<file path="src/rtl/enc_pkg.sv">
// Shared constants and FSM state encoding for the active-low 16-line request encoder.
package enc_pkg;

  localparam int N_LINES = 16;
  localparam int CODE_W  = 4;

  localparam logic [N_LINES-1:0] SYNC_RST = 16'hFFFF;

  typedef enum logic {
    IDLE  = 1'b0,
    GRANT = 1'b1
  } state_t;

endpackage

</file>
<file path="src/rtl/enc16to4_low_if.sv">
// Request/grant bundle between request sources, the encoder and its consumer.
interface enc16to4_low_if;
  import enc_pkg::*;

  logic               en;
  logic [N_LINES-1:0] req_n;
  logic               ack;
  logic [CODE_W-1:0]  code;
  logic               valid;
  logic               gs_n;
  logic [N_LINES-1:0] pend;

  modport master (
    output en, req_n, ack,
    input  code, valid, gs_n, pend
  );

  modport slave (
    input  en, req_n, ack,
    output code, valid, gs_n, pend
  );

endinterface

</file>
<file path="src/rtl/enc16to4_low_pri_enc16.sv">
// Combinational 16->4 rotating priority encoder: the first set bit met when
// stepping from start (upward if ASCENDING, else downward, wrapping) wins.
module pri_enc16
  import enc_pkg::*;
#(
  parameter bit ASCENDING = 1'b0
) (
  input  logic [N_LINES-1:0] pend,
  input  logic [CODE_W-1:0]  start,
  output logic [CODE_W-1:0]  index,
  output logic               any
);

  logic [CODE_W-1:0] cand;

  // Walk from the farthest candidate back to start so the nearest hit is written last.
  always_comb begin
    index = '0;
    cand  = '0;
    any   = |pend;
    for (int k = N_LINES - 1; k >= 0; k--) begin
      cand = ASCENDING ? (start + CODE_W'(k)) : (start - CODE_W'(k));
      if (pend[cand]) begin
        index = cand;
      end
    end
  end

endmodule

</file>
<file path="src/rtl/enc16to4_low.sv">
// Active-low 16-line request encoder with sticky pending bits and valid/ack grants.
// Optional ENC_ROUND_ROBIN_EN selects round-robin instead of fixed highest-index priority.
module enc16to4_low
  import enc_pkg::*;
#(
  parameter int SYNC_STAGES = 2
) (
  input  logic           clk,
  input  logic           rst_n,
  enc16to4_low_if.slave  bus
);

  logic [N_LINES-1:0] sync_reg [SYNC_STAGES];
  logic [N_LINES-1:0] sync_q;
  logic [N_LINES-1:0] prev_reg;
  logic [N_LINES-1:0] fall;
  logic [N_LINES-1:0] clr_mask;
  logic [N_LINES-1:0] pend_reg;
  logic [N_LINES-1:0] pend_next;
  logic [CODE_W-1:0]  code_reg;
  logic               valid_reg;
  logic               gs_n_reg;
  state_t             state_reg;
  logic [CODE_W-1:0]  grant_idx;
  logic               grant_any;
  logic               grant;

  always_ff @(posedge clk or negedge rst_n) begin
    if (!rst_n) begin
      for (int s = 0; s < SYNC_STAGES; s++) begin
        sync_reg[s] <= SYNC_RST;
      end
      prev_reg <= SYNC_RST;
    end else begin
      sync_reg[0] <= bus.req_n;
      for (int s = 1; s < SYNC_STAGES; s++) begin
        sync_reg[s] <= sync_reg[s-1];
      end
      prev_reg <= sync_q;
    end
  end

  assign sync_q = sync_reg[SYNC_STAGES-1];

  assign grant = (state_reg == IDLE) && bus.en && grant_any;

  genvar gi;
  generate
    for (gi = 0; gi < N_LINES; gi++) begin : g_line
      assign fall[gi]     = bus.en & ~sync_q[gi] & prev_reg[gi];
      assign clr_mask[gi] = grant && (grant_idx == CODE_W'(gi));
    end
  endgenerate

  // A fresh edge on the line being granted re-arms it in the same cycle.
  assign pend_next = (pend_reg & ~clr_mask) | fall;

`ifdef ENC_ROUND_ROBIN_EN
  logic [CODE_W-1:0] ptr_reg;

  always_ff @(posedge clk or negedge rst_n) begin
    if (!rst_n) begin
      ptr_reg <= CODE_W'(N_LINES - 1);
    end else if (grant) begin
      ptr_reg <= grant_idx;
    end
  end

  pri_enc16 #(.ASCENDING(1'b1)) u_pri (
    .pend  (pend_reg),
    .start (ptr_reg + CODE_W'(1)),
    .index (grant_idx),
    .any   (grant_any)
  );
`else
  pri_enc16 #(.ASCENDING(1'b0)) u_pri (
    .pend  (pend_reg),
    .start (CODE_W'(N_LINES - 1)),
    .index (grant_idx),
    .any   (grant_any)
  );
`endif

  always_ff @(posedge clk or negedge rst_n) begin
    if (!rst_n) begin
      state_reg <= IDLE;
      code_reg  <= '0;
      valid_reg <= 1'b0;
      pend_reg  <= '0;
      gs_n_reg  <= 1'b1;
    end else begin
      pend_reg <= pend_next;
      gs_n_reg <= ~|pend_next;
      case (state_reg)
        IDLE: begin
          if (grant) begin
            code_reg  <= grant_idx;
            valid_reg <= 1'b1;
            state_reg <= GRANT;
          end
        end
        GRANT: begin
          if (bus.ack) begin
            valid_reg <= 1'b0;
            state_reg <= IDLE;
          end
        end
        default: state_reg <= IDLE;
      endcase
    end
  end

  assign bus.code  = code_reg;
  assign bus.valid = valid_reg;
  assign bus.gs_n  = gs_n_reg;
  assign bus.pend  = pend_reg;

endmodule

</file>
<file path="src/flat_wrapper.sv">
// flat-port wrapper written by rule: the top's interface ports become plain ports
module enc16to4_low_flat import enc_pkg::*;
#(
  parameter int SYNC_STAGES = 2
)
  (clk, rst_n, bus_en, bus_req_n, bus_ack, bus_code, bus_valid, bus_gs_n, bus_pend);
  enc16to4_low_if bus_i ();
  input  logic clk;
  input  logic rst_n;
  input wire logic [$bits(bus_i.en)-1:0] bus_en;
  input wire logic [$bits(bus_i.req_n)-1:0] bus_req_n;
  input wire logic [$bits(bus_i.ack)-1:0] bus_ack;
  output wire logic [$bits(bus_i.code)-1:0] bus_code;
  output wire logic [$bits(bus_i.valid)-1:0] bus_valid;
  output wire logic [$bits(bus_i.gs_n)-1:0] bus_gs_n;
  output wire logic [$bits(bus_i.pend)-1:0] bus_pend;
  assign bus_i.en = bus_en;
  assign bus_i.req_n = bus_req_n;
  assign bus_i.ack = bus_ack;
  assign bus_code = bus_i.code;
  assign bus_valid = bus_i.valid;
  assign bus_gs_n = bus_i.gs_n;
  assign bus_pend = bus_i.pend;
  enc16to4_low #(.SYNC_STAGES(SYNC_STAGES)) u_core (.clk(clk), .rst_n(rst_n), .bus(bus_i));
endmodule
</file>
<file path="config.mk">
export PLATFORM = sky130hd
export DESIGN_NAME = enc16to4_low_flat
export DESIGN_NICKNAME = d
export VERILOG_FILES = /design/src/rtl/enc_pkg.sv /design/src/rtl/enc16to4_low_if.sv /design/src/rtl/enc16to4_low_pri_enc16.sv /design/src/rtl/enc16to4_low.sv /design/src/flat_wrapper.sv
export SDC_FILE = /design/constraint.sdc
export NUM_CORES = 1
export LEC_CHECK = 0
export CAP_MARGIN = 20
export CORE_AREA = 2 2 107 83
export CTS_BUF_LIST = sky130_fd_sc_hd__clkbuf_4
export CTS_CLUSTER_DIAMETER = 30
export CTS_CLUSTER_SIZE = 16
export DETAILED_ROUTE_END_ITERATION = 6
export DIE_AREA = 0 0 109 85
export PLACE_DENSITY_LB_ADDON = 0.08
export SLEW_MARGIN = 30
export SYNTH_ARGS = -nofsm -noshare
export SYNTH_HDL_FRONTEND = slang
export SYNTH_HIERARCHICAL = 1
export SYNTH_SLANG_ARGS = --single-unit
</file>
<file path="constraint.sdc">
create_clock -name clk -period 4.9 [get_ports clk]
set_input_delay 0.98 -clock clk [delete_from_list [all_inputs] [get_ports clk]]
set_output_delay 0.98 -clock clk [all_outputs]
set_load 0.1 [all_outputs]
</file>
==> summary.txt, run 1 <==
Timing
  – Max-slew violation count: 0
  – Setup TNS: 0 ns
  – Minimum hold slack: between 0.3 and 0.4 ns
  – Worst Tran Pin Value: 0.9768 ns
  – Final WS setup: 0.3008 ns
  – Fin Clk Skew: approximately 0.0074 ns
  – Min Tclk post-route: roughly 4.6 ns
  – Final period util: 0.9386
  – Final setup vio count: 0
  – Fmax: between 200 and 250 MHz
  – Final hold vios: 0
  – Max transition margin: 0.3468
  – RSZ-0062 raised after global routing: false

Die
  – Core ar.: around 8200 µm²
  – Chip height: about 85 µm
  – Starting Density: 0.5858
  – Die width: ~110 µm
  – Io pins: between 40 and 50
  – Site row count: 29
  – Total die area: about 9300 µm²

Clock network
  – Clock transition at path regs: approximately 0.12 ns
  – Clk root buf: clkbuf_4
  – CTS tree: done
  – Clock Tree Buf Depth: 2
  – Post_cts resized: 0
  – Skew-Pair Late Insertion Delay: between 0.4 and 0.5 ns
  – Post-CTS setup buffers: 0
  – Clock sinks: 71
  – Num CTS Buffers: 9
  – Max H-tree Level: 3
  – Hold_buf cts: 0

Critical path
  – Worst Path Arrival: slightly below 5 ns
  – Worst Path Required: approximately 5.3 ns
  – R2R setup slack: between 0.3 and 0.4 ns
  – Worst Setup End Kind: flop
  – Worst R2R Start: u_core/bus.pend[9]$_DFF_PN0_
  – Crit Path Max Fanout: 10
  – CP startpoint: u_core/bus.pend[9]$_DFF_PN0_
  – Worst reg2reg endpoint: u_core/bus.gs_n$_DFF_PN1_
  – Critical path endpoint: u_core/bus.gs_n$_DFF_PN1_
  – Startpoint types: flop
  – Setup CP Type: flop to flop
  – Worst r2r path cells: 12

Cells and area
  – Share of cells above drive strength 1: 0.2658
  – FILL cells: ~650
  – Area growth syn-to-layout: 12.68%
  – Post-Layout Cell Count: 582
  – Antenna cells: 0
  – # nets final: between 400 and 500

Yosys
  – Post-synthesis cell type count: 82
  – Post-synth top area share: 0.2669
  – Synthesized area: 4825 µm²
  – Ys flop type: dfstp_2
  – Ys Warns: 6
  – Synth async-reset ratio: 1.000
  – Seq/Total Area, Yosys: 0.3810
  – Synth area leaders: dfstp_2 (27%), dfrtp_1 (11%), mux4_2 (7.9%)
  – Number of synthesized register bits: just over 70
  – Syn Inst Count: around 410
  – Number of synthesized flops with an enable pin: 0
  – Area leader, netlist: dfstp_2
  – Syn_area_per_cell: 11.65 µm²

Power and ir drop
  – LEAKAGE: 2.091 nW
  – VDD IR max: around 0.00027 V
  – Pwr per Cell Area: 396.6 nW/µm²
  – Pwr Total: between 2 and 2.5 mW

Global route
  – Overall routing resource usage: 0.2989
  – Largest net degree at the start of global routing: 38
  – Grt ovf: 0
  – Antenna violations before repair: 0
  – First-pass GRT wire length: between 20 and 25 mm
  – Vias in the first global route: approximately 3,600

Drt
  – WL/cell: between 20 and 25 µm
  – Detailed Routing Iterations Pass 1: 7
  – DR iter-0 viols: approximately 420
  – Total wire length: between 10 and 15 mm
  – Via count: 3,939
  – ANT nets after route: 0
  – Avg Vias per Cell: 6.768
  – Residual DRC: 0

Placement
  – Dpl ws: 0.3977 ns
  – DP Cell Count: approximately 570
  – HPWL after DPL: between 9 and 10 mm
  – Placer Congestion: between 0.9 and 1
  – IO buf count: 41

Min path
  – Worst hold-check path type: flop to flop

Job
  – Max-Cap Viols: 0

Run status
  – Status: finished, final reports clean
kinds of logic after synthesis:
family,after synthesis,synth area share
flip-flops,71,0.3810
multiplexers,68,0.2394
AND/OR/NAND/NOR,122,0.1400
adder cells (fa/ha/maj),7,0.01815
other,1,0.0007773
AO/OA/AOI/OAI,89,0.1403
XOR/XNOR,14,0.02853
buffers and inverters,42,0.05187
cell type report:
cell class / count / area (µm²) / area share
timing repair buffer: 51 / 480.5 / 0.08838
tap: 108 / 135.1 / 0.02486
inverter: 24 / 90.09 / 0.01657
sequential: 71 / 1838 / 0.3381
clock inverter: 7 / 47.55 / 0.008746
multi-input combinational: 312 / 2778 / 0.5109
clock buffer: 9 / 67.56 / 0.01243
layout by cell type, fill, tap and decap left out, types with 4 or more instances in the layout:
master	instances
dfstp_2	49
ha_1	7
mux2_2	10
mux4_1	13
nand3_1	6
a32oi_1	4
mux4_2	17
a211oi_1	4
clkbuf_4	9
nand3b_1	10
o41ai_1	4
mux2i_1	23
nand2_1	40
and2_1	5
xnor2_1	7
dfrtp_1	22
nand2b_1	7
xor2_1	5
inv_1	19
clkdlybuf4s50_1	40
o211ai_1	4
buf_4	10
and3_1	6
a21oi_1	8
nor4_1	4
o22ai_1	4
o21ai_0	17
conb_1	12
nor2b_1	5
nor2_1	16
routing by layer:
layer	vias up	track usage	share of wire
met1	1947	0.4797	0.45
met4	0	0.04662	0.0099
li1	1699	-	-
met5	-	0	0
met3	22	0.1029	0.13
met2	271	0.3953	0.41
critical path: stages, from the launching register on:
cell and delay, ns:
dfrtp_1 0.54, mux4_2 0.55, mux2i_2 0.29, o211a_4 0.27
nand2_1 0.07, a221o_1 0.26, a211o_1 0.27, a21oi_1 0.60
nand4b_4 0.24, or3_1 0.39, a32o_1 0.23, or4_4 0.53
nor4_2 0.27
how the worst min path moves through the flow:
stage,start,to,depth (start not counted)
after CTS,u_core/sync_reg[16]$_DFF_PN1_,u_core/sync_q[0]$_DFF_PN1_,0
after detailed placement,u_core/sync_reg[21]$_DFF_PN1_,u_core/sync_q[5]$_DFF_PN1_,0
after floorplan,u_core/sync_reg[16]$_DFF_PN1_,u_core/sync_q[0]$_DFF_PN1_,0
after global placement,u_core/sync_reg[19]$_DFF_PN1_,u_core/sync_q[3]$_DFF_PN1_,0
final,u_core/sync_reg[16]$_DFF_PN1_,u_core/sync_q[0]$_DFF_PN1_,0
after global routing,u_core/sync_reg[16]$_DFF_PN1_,u_core/sync_q[0]$_DFF_PN1_,0
Yosys cell counts (all sizes together), types with 7 or more instances:
cell type / number
nand2b: 7
clkbuf: 9
nand3b: 10
a21oi: 8
buf: 9
dfrtp: 22
mux4: 30
and3: 7
xnor2: 8
o21ai: 19
mux2i: 27
nand2: 40
inv: 22
ha: 7
nor2: 16
dfstp: 49
mux2: 11
through the flow:
step	instance area, µm²	utilization
final	5436	0.6600
after CTS	5436	0.6600
after global placement	5321	0.6461
after global routing	5436	0.6600
after detailed placement	5321	0.6461
after floorplan	4866	-
power breakdown:
| part | internal, mW | switching, mW |
|---|---|---|
| sequential | 0.661 | 0.0703 |
| combinational | 0.367 | 0.740 |
| clock | 0.104 | 0.213 |
No activity file was read; power rests on OpenSTA's default activity.
==> run 2: changes to the inputs <==
SLEW_MARGIN = not set   (was 30)
==> results of run 2 <==
Same layout as run 1: the final DEF is identical, and so are final timing and power.
==> run 3: changes to the inputs <==
CORE_AREA = 2 2 150 115   (was 2 2 107 83)
DIE_AREA = 0 0 152 117   (was 0 0 109 85)
==> run 3 against run 2 <==
Sequential power grew 0.5%. Global-route usage decreased by 12 points. Clock skew rose by 0.0043 ns. Largest power group unchanged. Final cell count is 19% higher. Largest cell class unchanged. Non-clock buffer count increased by 4. Clock power increased by 32%. Hold slack lost 0.0089 ns. Maximum frequency down 1.3%. Combinational power is essentially flat. First-iteration DRC count decreased by 23%. Critical endpoint unchanged. Register-to-register slack lost 0.06 ns.
==> summary.txt, run 3 (synthesis gave the netlist of run 1 again) <==
Run status
  – Status: finished, final reports clean

Critical path
  – Worst path max stage delay: 0.66 ns (+0.06 ns)
  – Buffer and inverter count on the worst path: 0 (unchanged)
  – Worst R2R Start: u_core/bus.pend[7]$_DFF_PN0_
  – CP max stage cell: a21oi_1
  – Crit Path Max Fanout: 12 (+2)
  – Worst Path Arrival: 4.99 ns (+0.04 ns)
  – Worst Path Required: 5.23 ns (-0.02 ns)
  – Cell family with most CP delay: simple AND/OR/NAND/NOR gates
  – Most used cell, CP: nand2_1
  – Setup CP Type: flop to flop
  – Critical-path cell list: mux4_1 > nand2_1 > nand2_1 > o2bb2ai_1 > a221o_1 > a211o_1 > a21oi_1 > nand4b_4 > or3_1 > a32o_1 > or4_4 > nor4_2
  – CP startpoint: u_core/bus.pend[7]$_DFF_PN0_
  – Startpoint types: flop
  – Worst Setup End Kind: flop

Die
  – Io pins: 42 (unchanged)
  – Starting Density: 0.2930 (-0.2928)
  – Total die area: 17,780 µm² (+92%)
  – Chip height: 117 µm (+38%)
  – Die width: 152 µm (+39%)
  – Core ar.: 16,470 µm² (+100%)
  – Site row count: 41 (+41%)

Global route
  – Antenna violations before repair: 0 (unchanged)
  – Vias in the first global route: 3,710 (+2.3%)
  – Grt ovf: 0 (unchanged)
  – First-pass GRT wire length: 23.54 mm (+14%)
  – Overall routing resource usage: 0.1753 (-0.1236)
  – Largest net degree at the start of global routing: 72 (+89%)

Timing
  – Worst Tran Pin Value: 0.9849 ns (+0.008114 ns)
  – Max-slew violation count: 0 (unchanged)
  – Final setup vio count: 0 (unchanged)
  – RSZ-0062 raised after global routing: false
  – Fmax: 214.6 MHz (-1.3%)
  – Final period util: 0.9511 (+0.01247)
  – Min Tclk post-route: 4.660 ns (+0.06109 ns)
  – Max transition margin: 0.3414 (-0.005426)
  – Setup TNS: 0 ns (unchanged)
  – Final hold vios: 0 (unchanged)
  – Fin Clk Skew: 0.01173 ns (+0.004320 ns)

Cells and area
  – Most common cell after layout, fill and taps aside: dfstp_2
  – Share of cells above drive strength 1: 0.2746 (+0.008810)
  – # nets final: 500 (+0.81%)
  – Antenna cells: 0 (unchanged)
  – Commonest cells after routing, fill and taps aside: dfstp_2 (49), clkdlybuf4s50_1 (40), nand2_1 (40)
  – Area growth syn-to-layout: 17.14%
  – Final core occ: 0.3432 (-0.3168)

Clock network
  – Hold_buf cts: 0 (unchanged)
  – Clock Tree Buf Depth: 2 (unchanged)
  – Clock sinks: 71 (unchanged)
  – CTS tree: done
  – Clock transition at path regs: 0.12 ns (about the same)
  – Skew-Pair Late Insertion Delay: 0.42 ns (about the same)
  – Num CTS Buffers: 9 (unchanged)
  – Max H-tree Level: 3 (unchanged)
  – Clk root buf: clkbuf_4

Drt
  – Total wire length: 15.14 mm (+16%)
  – WL/cell: 21.88 µm (-2.6%)
  – DR iter-0 viols: 320 (-23%)
  – ANT nets after route: 0 (unchanged)
  – Detailed Routing Iterations Pass 1: 5 (-2)
  – Avg Vias per Cell: 5.493 (-19%)
  – Residual DRC: 0 (unchanged)
  – Via count: 3,801 (-3.5%)

Power and ir drop
  – Pwr Total: 2.275 mW (+5.5%)
  – Sw Pwr: 1.033 mW (+0.88%)
  – Pwr per Cell Area: 402.5 nW/µm² (+1.5%)
  – Switching portion of total power: 0.4541 (-0.02082)
  – VDD IR max: 0.0002274 V (-16%)
  – Pint: 1.242 mW (+9.7%)
  – Clock network fraction of total power: 0.184 (+0.037)
  – Comb power frac: 0.493 (-0.021)
  – Flop pwr share: 0.323 (-0.016)
  – LEAKAGE: 2.136 nW (+2.1%)

Placement
  – IO buf count: 41 (unchanged)
  – HPWL after DPL: 11.12 mm (+18%)
  – Placer Congestion: 0.8941 (-9.0%)

Min path
  – Worst hold-check path type: flop to flop
  – Min-delay src: u_core/sync_reg[16]$_DFF_PN1_

Job
  – Max-Cap Viols: 0 (unchanged)
run 3: changes by cell type in the layout (fill, tap and decap cells not counted):
cell        before  now
a221oi_1         2    1
a221oi_2         0    1
buf_2            1    0
buf_4           10   15
bufinv_16        0    2
clkbuf_4         9   10
clkinv_1         3    2
clkinv_2         1    0
clkinvlp_4       2    1
inv_6            1    0
run 3: metrics by stage:
step | hold slack, ns | cell area, µm² | setup WS, ns | std cells
detailed placement | 0.3468 | 5488 | 0.09628 | 677
CTS | 0.3532 | 5645 | 0.05312 | 692
finish | 0.3536 | 5652 | 0.2397 | 692
floorplan | 0.3452 | 4866 | 0.4414 | 425
global route | 0.3470 | 5652 | 0.09555 | 692
global placement | 0.3461 | 5488 | 0.1163 | 677
run 3: timing repair:
item	in CTS	in global routing
gates resized for setup	0	1
setup endpoints to repair	0	1
hold endpoints to repair	0	0
setup buffers	0	0
run 3: per-layer routing:
metal  global-route usage  vias to the layer above  share of wire
met3              0.03535                        6          0.043
li1                     -                     1692              -
met2               0.2360                      111           0.40
met4              0.02991                        0         0.0055
met5                    0                        -              0
met1               0.2863                     1992           0.55
run 3: cell type report:
cell class | count | area (µm²)
Fill cell | 1636 | 10820
Multi-Input combinational cell | 312 | 2784
Sequential cell | 71 | 1838
Timing Repair Buffer | 55 | 513.0
Tap cell | 215 | 269.0
Inverter | 24 | 90.09
Clock inverter | 5 | 82.58
Clock buffer | 10 | 75.07
run 3: path summary, 6_finish.rpt:
| check | to | slack (ns) | cells past startpoint |
|---|---|---|---|
| worst max-delay path | u_core/bus.gs_n$_DFF_PN1_ | 0.24 | 12 |
| worst min-delay path | u_core/sync_q[0]$_DFF_PN1_ | 0.35 | 0 |
| worst max register to register | u_core/bus.gs_n$_DFF_PN1_ | 0.24 | 12 |
| worst min register to register | u_core/sync_q[0]$_DFF_PN1_ | 0.35 | 0 |
| max in group asynchronous | u_core/bus.pend[15]$_DFF_PN0_ | 3.66 | 1 |
| min in group asynchronous | u_core/bus.code[2]$_DFFE_PN0P_ | 0.68 | 1 |
run 3: power by group through the flow:
stage / Sequential (mW) / Clock (mW) / Combinational [mW]
2_1_floorplan: 1.01 / 0 / 0.503
3_3_place_gp: 0.746 / 0 / 1.08
3_5_place_dp: 0.746 / 0 / 1.07
4_1_cts: 0.738 / 0.440 / 1.08
5_1_grt: 0.746 / 0.462 / 1.19
6_report: 0.735 / 0.419 / 1.12
==> RTL edit (settings of run 1) <==
Add a define of `ENC_ROUND_ROBIN_EN`.
--- a/src/rtl/enc16to4_low.sv
+++ b/src/rtl/enc16to4_low.sv
@@ -1,5 +1,7 @@
 // Active-low 16-line request encoder with sticky pending bits and valid/ack grants.
 // Optional ENC_ROUND_ROBIN_EN selects round-robin instead of fixed highest-index priority.
+`define ENC_ROUND_ROBIN_EN
+
 module enc16to4_low
   import enc_pkg::*;
 #(
Behaviour: not the same (a bounded check fails within 10 cycles, from zero or initial values and one cycle with rst_n low).
==> RTL edit against run 1 <==
- synthesized cell count rose by 8.2%
- area after synthesis increased by 5.0%
- sequential cell count is 4 higher
- critical path type unchanged
- design area grew 12%
- setup slack lost 190 ps
- routed wire length up 12%
- highest routed layer unchanged
- global-route usage increased by 3.0 points
Power is left out: the tool's default activity adds up to more than one toggle a clock period on the data nets, which glitch-free logic cannot reach.
==> RTL edit: results (changes against run 1) <==
----------------------------------------------------
[Logic synthesis]
  Fraction of the mapped netlist area in adder cells ... 0.01975 (+0.001600)
  Syn Area/Cell ... 11.31 um^2 (-2.9%)
  Xor and xnor fraction of the mapped netlist area ... 0.02765 (-0.0008726)
  Seq/Total Area, Yosys ... 0.3835 (+0.002492)
  Count of unique library cells instantiated by Yosys ... 75 (-8.5%)
  Share of the synthesized area in compound gates (AO/OA/AOI/OAI) ... 0.1346 (-0.005733)
  Top cell types by occurrence after synthesis ... sky130_fd_sc_hd__nand2_1 (54), sky130_fd_sc_hd__dfstp_2 (53), sky130_fd_sc_hd__mux2i_1 (29), sky130_fd_sc_hd__mux4_2 (29), sky130_fd_sc_hd__inv_1 (27)

[Global routing]
  Largest net degree at the start of global routing ... 76 (+100%)
  Total global routing track utilization ... 0.3293 (+0.03042)
  Global-route wire length before repair ... 22.72 mm (+10%)
  Number of global-route vias before repair ... 4075 (+12%)

[Worst setup path]
  Slowest CP cell ... sky130_fd_sc_hd__mux4_2
  Worst Path Arrival ... 5140 ps (+190 ps)
  CP startpoint ... u_core/ptr_reg[0]$_DFFE_PN1P_

[Placement]
  Placement-stage worst setup slack ... -45.36 ps (-443.1 ps)
  Placed inst area ... 5798 um^2 (+9.0%)
  Cell count after placement ... 615 (+8.7%)
  Total half-perimeter wirelength after legalization and detailed placement ... 10.43 mm (+11%)

[Final layout]
  Share of cells above drive strength 1 ... 0.3567 (+0.09091)
  Finished Layout Cells ... 635 (+9.1%)
  Final-layout fill cell count ... 554 (-15%)
  Fin nets ... 550 (+11%)
  Final core utilization ... 0.7395 (+0.07945)

[Routing]
  Number of detailed-route iterations in the first pass ... 5 (-2)
  Average via count per standard cell ... 6.746 (-0.32%)
  Detailed-route wire length per cell ... 23.11 um (+2.9%)
  Initial drt markers ... 381 (-8.9%)

[Clocking]
  Register clock-pin slew on the reported worst setup and hold paths ... 140 ps (+20 ps)

[STA]
  Transition time at the pin with the least slew margin ... 980.0 ps (+3.181 ps)
  Setup Skew ... 16.67 ps (+9.259 ps)

[Outcome]
  Outcome ... finished, final reports clean

[Hold path]
  Start point of the worst min-delay path ... u_core/sync_reg[25]$_DFF_PN1_

----------------------------------------------------
-- RTL edit: cell families after synthesis --
group,after synthesis
xor+xnor,13
buf+inv,49
flops,75
compound gates,96
fa+ha+maj,8
simple gates,127
mux,80
-- RTL edit: timing repair --
action                     4_1_cts  5_1_grt
pin swaps                        1        2
buffers inserted                 1        3
setup endpoints to repair        1        1
hold buffers                     0        0
gates resized for setup          4       21
-- RTL edit: metal layers --
metal  up-vias  wire [um]  global-route usage
li1       1844          -                   -
met1      2143       6172              0.4912
met2       271       6825              0.4929
met3        26       1485             0.06682
met4         0        189             0.09091
met5         -          0             0.01099
-- RTL edit: path summary, 6_finish.rpt --
kind	to	slack [ps]	depth (start not counted)
max	u_core/bus.gs_n$_DFF_PN1_	110	16
min	u_core/sync_q[9]$_DFF_PN1_	360	0
max reg2reg	u_core/bus.gs_n$_DFF_PN1_	110	16
min reg2reg	u_core/sync_q[9]$_DFF_PN1_	360	0
max in group asynchronous	u_core/bus.pend[15]$_DFF_PN0_	3690	1
min in group asynchronous	u_core/bus.code[2]$_DFFE_PN0P_	660	1
-- RTL edit: worst max-delay path: cells and delay by family (launching register included) --
family | cells | cell delay (ps)
fa+ha+maj | 2 | 440
compound gates | 6 | 1510
flops | 1 | 600
xor+xnor | 1 | 210
simple gates | 4 | 960
mux | 1 | 680
buf+inv | 2 | 310
-- RTL edit: area by class of cell --
type	instances	share of cell area
Clock buffer	9	0.01109
Clock inverter	7	0.01233
Inverter	29	0.01787
Multi-Input combinational cell	324	0.4942
Sequential cell	75	0.3190
Tap cell	108	0.02219
Timing Repair Buffer	83	0.1233
